===== config.mk =====
export PLATFORM = sky130hd
export DESIGN_NAME = siso_frame_ctrl
export DESIGN_NICKNAME = d
export VERILOG_FILES = /design/src/rtl/siso_frame_pkg.sv /design/src/rtl/siso_chain.sv /design/src/rtl/siso_frame_ctrl.sv
export SDC_FILE = /design/constraint.sdc
export NUM_CORES = 1
export LEC_CHECK = 0
export ABC_AREA = 1
export ABC_CLOCK_PERIOD_IN_PS = 2700
export CAP_MARGIN = 20
export CORE_MARGIN = 3
export CORE_UTILIZATION = 25
export DETAILED_ROUTE_END_ITERATION = 7
export PLACE_DENSITY_LB_ADDON = 0.12
export SLEW_MARGIN = 20
export SYNTH_ARGS = -nofsm -noshare
export SYNTH_HDL_FRONTEND = slang
export SYNTH_SLANG_ARGS = --single-unit

===== constraint.sdc =====
create_clock -name clk -period 2.7 [get_ports clk]
set_clock_uncertainty 0.15 [all_clocks]
set_input_delay 0.27 -clock clk [delete_from_list [all_inputs] [get_ports clk]]
set_output_delay 0.27 -clock clk [all_outputs]
set_load 0.03 [all_outputs]

===== src/rtl/siso_frame_pkg.sv =====
// ============================================================================
// Module : siso_frame_pkg
// Brief  : FSM state encodings and counter sizing for siso_frame_ctrl.
// Rev    : 1.0
// ============================================================================
`default_nettype none

package siso_frame_pkg;

  typedef logic [1:0] state_t;

  localparam state_t ST_IDLE  = 2'd0;
  localparam state_t ST_SHIFT = 2'd1;
  localparam state_t ST_FLUSH = 2'd2;
  localparam state_t ST_DONE  = 2'd3;

  // Counter must reach WIDTH+DEPTH-1 without wrapping.
  function automatic int cnt_width(input int width, input int depth);
    return $clog2(width + depth + 1);
  endfunction

endpackage

`default_nettype wire


===== src/rtl/siso_chain.sv =====
// ============================================================================
// Module : siso_chain
// Brief  : DEPTH-stage enabled serial shift chain with async active-low clear.
// Rev    : 1.0
// ============================================================================
`default_nettype none

module siso_chain #(
  parameter int DEPTH = 3
) (
  input  logic             clk,
  input  logic             clr,
  input  logic             en,
  input  logic             d,
  output logic [DEPTH-1:0] q
);

  logic [DEPTH-1:0] stage_q;
  logic [DEPTH-1:0] stage_d;

  always_comb begin
    stage_d = stage_q;
    if (en) begin
      stage_d[0] = d;
      for (int i = 1; i < DEPTH; i++) begin
        stage_d[i] = stage_q[i-1];
      end
    end
  end

  always_ff @(posedge clk or negedge clr) begin
    if (!clr) begin
      stage_q <= '0;
    end else begin
      stage_q <= stage_d;
    end
  end

  assign q = stage_q;

endmodule

`default_nettype wire


===== src/rtl/siso_frame_ctrl.sv =====
// ============================================================================
// Module : siso_frame_ctrl
// Brief  : Serialises a parallel word LSB-first through a SISO chain, flushes
//          it, and reassembles the chain tail into a parallel output word.
// Rev    : 1.0
// ============================================================================
`default_nettype none

module siso_frame_ctrl
  import siso_frame_pkg::*;
#(
  parameter int WIDTH = 8,
  parameter int DEPTH = 3
) (
  input  logic             clk,
  input  logic             clr,
  input  logic             in_valid,
  input  logic [WIDTH-1:0] in_data,
  output logic             in_ready,
  output logic             out_valid,
  output logic [WIDTH-1:0] out_data,
  input  logic             out_ready,
  output logic             ser_in,
  output logic             busy
);

  localparam int CNT_W = cnt_width(WIDTH, DEPTH);

  localparam logic [CNT_W-1:0] LAST_SHIFT = CNT_W'(WIDTH - 1);
  localparam logic [CNT_W-1:0] LAST_FLUSH = CNT_W'(WIDTH + DEPTH - 1);
  localparam logic [CNT_W-1:0] CAP_START  = CNT_W'(DEPTH);

  state_t           state_q, state_d;
  logic [CNT_W-1:0] cnt_q,   cnt_d;
  logic [WIDTH-1:0] tx_sr_q, tx_sr_d;
  logic [WIDTH-1:0] rx_sr_q, rx_sr_d;
  logic             ready_q, ready_d;

  logic             chain_en;
  logic             ser_bit;
  logic [DEPTH-1:0] chain_q;
  logic [DEPTH-1:0] unused_chain_q;
  logic             q_tail;
  logic [WIDTH:0]   rx_cat;

  siso_chain #(
    .DEPTH (DEPTH)
  ) u_chain (
    .clk (clk),
    .clr (clr),
    .en  (chain_en),
    .d   (ser_bit),
    .q   (chain_q)
  );

  // Only the tail stage feeds the controller; the rest is observe-only.
  assign unused_chain_q = chain_q;
  assign q_tail         = chain_q[DEPTH-1];
  assign rx_cat         = {q_tail, rx_sr_q};

  // Holds in_ready low until the first edge after reset release.
  assign ready_d = 1'b1;

  always_comb begin
    state_d  = state_q;
    cnt_d    = cnt_q;
    tx_sr_d  = tx_sr_q;
    rx_sr_d  = rx_sr_q;
    chain_en = 1'b0;
    ser_bit  = 1'b0;

    case (state_q)
      ST_IDLE: begin
        if (in_valid && ready_q) begin
          tx_sr_d = in_data;
          cnt_d   = '0;
          state_d = ST_SHIFT;
        end
      end
      ST_SHIFT: begin
        chain_en = 1'b1;
        ser_bit  = tx_sr_q[0];
        tx_sr_d  = tx_sr_q >> 1;
        cnt_d    = cnt_q + CNT_W'(1);
        if (cnt_q == LAST_SHIFT) begin
          state_d = ST_FLUSH;
        end
      end
      ST_FLUSH: begin
        chain_en = 1'b1;
        cnt_d    = cnt_q + CNT_W'(1);
        if (cnt_q == LAST_FLUSH) begin
          state_d = ST_DONE;
        end
      end
      default: begin
        if (out_ready) begin
          state_d = ST_IDLE;
        end
      end
    endcase

    // The first bit reaches the tail DEPTH edges after it entered the chain.
    if (chain_en && (cnt_q >= CAP_START)) begin
      rx_sr_d = rx_cat[WIDTH:1];
    end
  end

  always_ff @(posedge clk or negedge clr) begin
    if (!clr) begin
      state_q <= ST_IDLE;
      cnt_q   <= '0;
      tx_sr_q <= '0;
      rx_sr_q <= '0;
      ready_q <= 1'b0;
    end else begin
      state_q <= state_d;
      cnt_q   <= cnt_d;
      tx_sr_q <= tx_sr_d;
      rx_sr_q <= rx_sr_d;
      ready_q <= ready_d;
    end
  end

  assign in_ready  = ready_q && (state_q == ST_IDLE);
  assign out_valid = (state_q == ST_DONE);
  assign out_data  = (state_q == ST_DONE) ? rx_sr_q : '0;
  assign ser_in    = ser_bit;
  assign busy      = (state_q != ST_IDLE);

endmodule

`default_nettype wire


* After elaboration in Yosys (flattened, before gate mapping)
Index checks and enable logic that the tools add are counted.
** Cells by class
- Eq/ne operators :: 8
- Magnitude comparators :: 1
- Reductions and logical operators :: 12
- Add/sub/neg operators :: 1
- Mux-type cells :: 12
** Operators by type and width (count)
- $mux 8 :: 2
- $pmux 8 s2 :: 1
- $mux 2 :: 4
- $pmux 4 s2 :: 1
- $ne 2x2->1 const B :: 3
- $pmux 2 s3 :: 1
- $reduce_bool 2->1 :: 3
- $add 4x1->4 const B :: 1
- $eq 2x2->1 const B :: 2
- $eq 4x3->1 const B :: 1
- $eq 4x4->1 const B :: 1
- $ge 4x2->1 const B :: 1
- $mux 4 :: 1
- $reduce_and 2->1 :: 2
- $reduce_and 4->1 :: 1
- $reduce_bool 4->1 :: 1
- $logic_and 1x1->1 :: 3
- $eq 2x1->1 const B :: 1
- $logic_not 2->1 :: 1
- $mux 1 :: 2
- $reduce_or 2->1 :: 1
** Storage, ports and cells
- Register bits after elaboration :: 26
- Input port bits :: 12

* Longest topological paths before layout
Gate-level depths: netlist (run 1).
- Depth in word-level cells :: 4
- Depth in mapped cells :: 10
- Depth with buffers taken out :: 9

* Cells and area by module
From an unflattened synthesis (run 1), not the netlist that was laid out.
** Unflattened totals
- Cell total of the unflattened synthesis :: 172
- Area total of the unflattened synthesis :: 1411.4 sq um
** Modules (own cells, without submodules)
- siso_frame_ctrl :: cells each 159, instances 1, area each 1298.7 sq um
- siso_chain :: cells each 13, instances 1, area each 112.6 sq um

* Worst setup path before layout (run 1)
No wires, ideal clock.
- Path type :: reg-to-output
- Start point :: reg state_q[0]
- End point :: out out_data[0]
- Data required time :: 2.280 ns
- Arrival :: 1.296 ns
- Cell stages (with the launch flop) :: 5
- Slack :: 0.984 ns
- Path through :: dfrtp_1 -> ha_1 -> clkbuf_1 -> nand2_1 -> inv_1
** On the way
- Longest elaborated chain between the ends :: 2
** Ends and longest elaborated chain
- start: declaration :: RTL line siso_frame_ctrl.sv:33 : state_t state_q, state_d;
- start signal: assignment :: RTL line siso_frame_ctrl.sv:117 : state_q <= state_d;
- $eq 2x2->1
- via out_valid :: RTL line siso_frame_ctrl.sv:20 : output logic out_valid,
- $mux 8 :: RTL line siso_frame_ctrl.sv:127 : assign out_data = (state_q == ST_DONE) ? rx_sr_q : '0;
- end: declaration :: RTL line siso_frame_ctrl.sv:21 : output logic [WIDTH-1:0] out_data,
The timed path passes the listed nets, and every way through them passes these cells.

* Worst setup path in the final report (run 1)
- Start point :: reg state_q[0]
- End point :: out busy
** On the way
- Longest elaborated chain between the ends :: 1
** Ends and longest elaborated chain
- $reduce_bool 2->1 :: RTL line siso_frame_ctrl.sv:129 : assign busy = (state_q != ST_IDLE);
- end: declaration :: RTL line siso_frame_ctrl.sv:24 : output logic busy
Every way passes these cells.

==> out/summary.txt, run 1 <==
Antenna Cells = 0
Highest clock rate = 433 MHz
Max Slew Vio Count = 0
FP Rows = 26
Global route total overflow = 0
Tot Pwr = 1660 µW
Syn Area/Cell = 8.33 µm²
Setup TNS = 0 ps
Final #Nets = 210
First-pass GRT wire length = 4570 µm
Post-route cell area = 1720 µm²
Outcome = completed
Setup-failing EPs final = 0
Netlist cell types = 23
Clock sink count = 26
Die Area = 6460 µm²
Starting Density = 0.264
Tcrit/Tclk final = 0.855
R2R Setup Slk = 920 ps
Hold_buf cts = 0
RSZ-0062 raised after global routing = no
Syn_nets = 186
DR vias/cell = 4.02
Crit. End Element = primary output
Critical path peak fanout = 6
Area growth from synthesis to layout = 24.2%
Post-Syn Area = 1380 µm²
Vias in the first global route = 1,044
Post-CTS resize count = 0
Critical path launch point type = flop
I/O Buffers = 23
DR pass1 iterations = 4
1st-iter DRT viols = 38
Routability-driven placement congestion ratio = 0.758
Commonest non-fill, non-tap cell in the layout = nand2_1
Worst-Skew Late Latency = 260 ps
Clock-pin slew on the worst setup and hold paths = 80 ps
Critical Path Source = state_q[0]$_DFFE_PN0P_
CTS Root Cell = clkbuf_8
DP Wirelength = 1960 µm
Cells on worst reg2reg path = 9
Max Cap Viol = 0
Seq/Total Area, Yosys = 0.471
Max clock buf depth = 2
Share of layout cells above drive strength 1 = 0.0745
Cell Chain, Critical Path = inv_1 > ha_1 > inv_2 > clkdlybuf4s50_1
Cell count after synthesis = 166
Core area = 5240 µm²
Critical Path AT = 1890 ps
Worst Setup Path Type = reg -> out
ANT nets after route = 0
Ports = 24
Wire length per cell = 9.94 µm
Via Count = 1,038
Commonest non-fill, non-tap cells in the layout = 43 x nand2_1, 32 x inv_1, 26 x dfrtp_1
Worst hold slack = 230 ps
CTS H-tree depth = 1
CP max stage cell = clkdlybuf4s50_1
DRC = 0
Die height = 80.4 µm
Synthesis Warnings = 0
Hold Path Class = in -> async
Worst vdd ir = 0.464 mV
CTS tree = built
PwrDens = 965 nW/µm²
Total CTS buffers = 3
Post-DP Area = 1680 µm²
Reg-to-Reg Start = state_q[0]$_DFFE_PN0P_
Largest net degree at the start of global routing = 27
Period minus WS final = 2310 ps
Chip width = 80.4 µm
All-layer global routing usage = 0.0895
Slowest cell delay on critical path = 680 ps
Pleak = 0.000826 µW
Final-report hold violation count = 0
Final wirelength = 2570 µm
Initial antenna violation count = 0
Yosys reg bits = 26
Worst EP required = 2280 ps
Setup bufs post-CTS = 0
-- critical path: cells and delay by family (launching register included) --
kind,cells,cell delay [ps]
buffers and inverters,3,900
DFF,1,450
adders and majority gates,1,270
-- path summary, 6_finish.rpt --
check / endpoint
worst max-delay path: busy
worst min-delay path: rx_sr_q[4]$_DFFE_PN0P_
worst max register to register: state_q[1]$_DFFE_PN0P_
worst min register to register: u_chain.q[1]$_DFFE_PN0P_
max in group asynchronous: u_chain.q[0]$_DFFE_PN0P_
min in group clk: u_chain.q[1]$_DFFE_PN0P_
-- layout make-up --
cell class | count | area [µm²]
fillers | 561 | 3520
flip-flops and latches | 26 | 651
multi-input cells | 101 | 568
repair buffers | 25 | 245
inverters | 33 | 124
well taps | 70 | 87.6
clock buffers | 3 | 41.3
-- logic make-up (layout without fill, tap and decap cells) --
family                   after synthesis  count (layout)  synth area share
flip-flops                            26              26             0.471
adder cells (fa/ha/maj)                8               8            0.0724
AO/OA/AOI/OAI                         33              33             0.152
AND/OR/NAND/NOR                       58              58             0.177
other                                  1               1           0.00271
XOR/XNOR                               1               1           0.00634
buffers and inverters                 39              61             0.119
-- report_power, final --
part / total (µW) / internal [µW] / switching [µW]
sequential: 614 / 530 / 84.2
clock: 213 / 99.8 / 113
combinational: 830 / 308 / 522
total: 1660 / 938 / 719
-- sequential cells by signal, summed over array words and instances (netlist names) --
register,flops
rx_sr_q,8
tx_sr_q,8
cnt_q,4
u_chain.q,3
state_q,2
ready_q,1
-- cell usage after synthesis --
library cell / number / share of area
o211ai_1: 6 / 0.033
nand2_1: 43 / 0.12
buf_2: 2 / 0.0072
o21ai_0: 19 / 0.069
nor2_2: 1 / 0.0045
xor2_1: 1 / 0.0063
o21ai_1: 1 / 0.0036
buf_6: 2 / 0.016
dfrtp_1: 26 / 0.47
inv_2: 1 / 0.0027
or2_4: 1 / 0.0063
nand4_1: 3 / 0.014
o21ai_2: 2 / 0.013
nor2_1: 4 / 0.011
o21ai_4: 2 / 0.024
ha_1: 8 / 0.072
clkbuf_1: 2 / 0.0054
nand3b_1: 1 / 0.0054
a21oi_1: 3 / 0.011
inv_1: 32 / 0.087
conb_1: 1 / 0.0027
nand2_2: 2 / 0.0090
nand3_1: 3 / 0.011
-- routing by layer --
layer	vias to the layer above	global-route usage	wire [µm]
met4	0	0.0355	36
li1	555	-	-
met2	16	0.142	1160
met3	4	0.0269	138
met5	-	0	0
met1	463	0.114	1230
-- through the flow --
step	util	setup WS, ps	std cells
2_1_floorplan	-	984	166
6_report	0.328	392	258
4_1_cts	0.328	331	258
3_3_place_gp	0.320	675	255
5_1_grt	0.328	226	258
3_5_place_dp	0.320	637	255
(Power assumes the default switching activity.)
==> run 2: changes to the inputs <==
- ABC_AREA: 1 -> unset
==> run 2 against run 1 <==
Net effect: flip-flop and latch count unchanged; sequential power is 3.3% higher; combinational power decreased by 3.1%; count of clock-buffer cells in the layout did not move; global-route usage fell by 0.33 points; largest power group unchanged.
==> out/summary.txt, run 2 <==
Filler cells = 509
Die height = 78.8 µm
Worst Setup Path Type = reg -> out
Period minus WS final = 2400 ps
Clock-pin slew on the worst setup and hold paths = 90 ps
Commonest non-fill, non-tap cells in the layout = 26 x dfrtp_1, 23 x clkdlybuf4s50_1, 15 x nand2_1
Synth Flop Type = dfrtp_1
All-layer global routing usage = 0.0862
Post-DP Area = 1630 µm²
RSZ-0062 raised after global routing = no
Largest net degree at the start of global routing = 27
Top-count cell post-synth = dfrtp_1
Commonest cells post-synth = 26 x dfrtp_1, 15 x nand2_1, 12 x o21ai_0
Ports = 24
Relative slew slack = 0.598
Commonest non-fill, non-tap cell in the layout = dfrtp_1
DR pass1 iterations = 4
Netlist cell types = 27
Setup-failing EPs final = 0
Routability-driven placement congestion ratio = 0.734
Cell count after synthesis = 117
Max Slew Vio Count = 0
Max clock buf depth = 2
Starting Density = 0.270
Tot Pwr = 1760 µW
DRC = 0
Final-report hold violation count = 0
Crit. End Element = primary output
CTS Root Cell = clkbuf_8
Synth area leaders = dfrtp_1 49%, mux2_2 9.4%, ha_1 7.6%, mux2i_1 6.0%, and2_1 4.7%
Share of the synthesized area in the top cell type = 0.491
Chip width = 78.8 µm
Initial antenna violation count = 0
Critical Path AT = 1980 ps
Seq/Total Area, Yosys = 0.491
Reg-to-Reg Start = state_q[0]$_DFFE_PN0P_
CTS H-tree depth = 1
Final wirelength = 2400 µm
DR vias/cell = 4.11
Clock sink count = 26
Post-CTS resize count = 0
Die Area = 6200 µm²
Final #Nets = 163
Critical path launch point type = flop
Antenna Cells = 0
Synthesis Warnings = 0
Top flop regs = rx_sr_q x8, tx_sr_q x8, cnt_q x4
Setup TNS = 0 ps
Vias in the first global route = 912
Least-Margin Pin Slew = 603 ps
Core area = 4910 µm²
Post-Syn Area = 1320 µm²
Highest clock rate = 416 MHz
Post-route cell area = 1700 µm²
Critical Path Source = state_q[0]$_DFFE_PN0P_
ANT nets after route = 0
Syn Area/Cell = 11.3 µm²
Wire length per cell = 11.5 µm
Area growth from synthesis to layout = 28.5%
Tcrit/Tclk final = 0.890
I/O Buffers = 23
Hold_buf cts = 0
Critical path peak fanout = 8
Worst EP required = 2280 ps
Post-synth EDFFs = 0
1st-iter DRT viols = 37
Via Count = 860
Worst vdd ir = 0.530 mV
Total CTS buffers = 3
CTS tree = built
Setup bufs post-CTS = 0
FP Rows = 25
Global route total overflow = 0
Area of the multi-input gates = 643 µm²
Worst hold slack = 215 ps
Post-synth ARST share = 1.00
Share of layout cells above drive strength 1 = 0.155
Yosys reg bits = 26
Syn_nets = 137
Max Cap Viol = 0
First-pass GRT wire length = 4240 µm
PwrDens = 1030 nW/µm²
DP Wirelength = 1770 µm
Area leader, netlist = dfrtp_1
Register area = 651 µm²
Pleak = 0.000776 µW
Hold Path Class = in -> async
Worst-Skew Late Latency = 270 ps
Outcome = completed
-- run 2: cell count changes after synthesis, moves of 3 or more --
cell and delta:
inv_1 -28, nand2_1 -28, mux2_2 +11, and2_1 +10
mux2i_1 +8, o21ai_0 -7, o211ai_1 -6, nor2_1 -4
nand4_1 -3
-- run 2: report_power, final --
part	total (µW)	switching [µW]	internal (µW)
logic	804	428	376
clock network	322	124	198
registers	634	108	526
-- run 2: per-stage QoR --
| stage | setup WS, ps | util | cells |
|---|---|---|---|
| detailed placement | 615 | 0.332 | 205 |
| global placement | 642 | 0.332 | 205 |
| global route | 144 | 0.346 | 209 |
| floorplan | 854 | - | 117 |
| CTS | 279 | 0.346 | 209 |
| finish | 298 | 0.346 | 209 |
-- run 2: layout make-up --
cell class,count,area share
sequential,26,0.382
multi-input combinational,84,0.378
timing repair buffer,24,0.140
tap,67,0.0493
clock buffer,3,0.0243
clock inverter,1,0.0176
inverter,4,0.00882
-- run 2: path summary, 6_finish.rpt --
kind                                     endpoint  slack [ps]  cells after the start
min in group clk           tx_sr_q[2]$_DFFE_PN0P_         340                      2
max in group asynchronous    cnt_q[3]$_DFFE_PN0P_        1940                      2
max                                      in_ready         300                      4
min reg2reg                tx_sr_q[2]$_DFFE_PN0P_         340                      2
min                        tx_sr_q[2]$_DFFE_PN0P_         210                      2
max reg2reg                state_q[1]$_DFFE_PN0P_         650                      6
-- run 2: worst max-delay path: stages (launching register included) --
cell and delay [ps]:
dfrtp_1 450, inv_1 120, ha_1 310, and2_1 170, clkdlybuf4s50_1 660
-- run 2: logic make-up after synthesis --
group	Yosys count	share of synthesized area
compound gates	20	0.105
buf+inv	7	0.0227
other cells	1	0.00283
mux	20	0.165
flops	26	0.491
simple gates	35	0.137
fa+ha+maj	8	0.0756
-- run 2: layer usage --
layer,track usage,part of all wire
met1,0.108,0.49
met2,0.143,0.45
met3,0.0295,0.048
met4,0.0210,0.010
met5,0,0
==> run 3: changes to the inputs <==
- ABC_AREA: unset -> 0
- SLEW_MARGIN: 20 -> 5
==> results of run 3 <==
The final DEF is identical to that of run 2; final timing and power are the same.
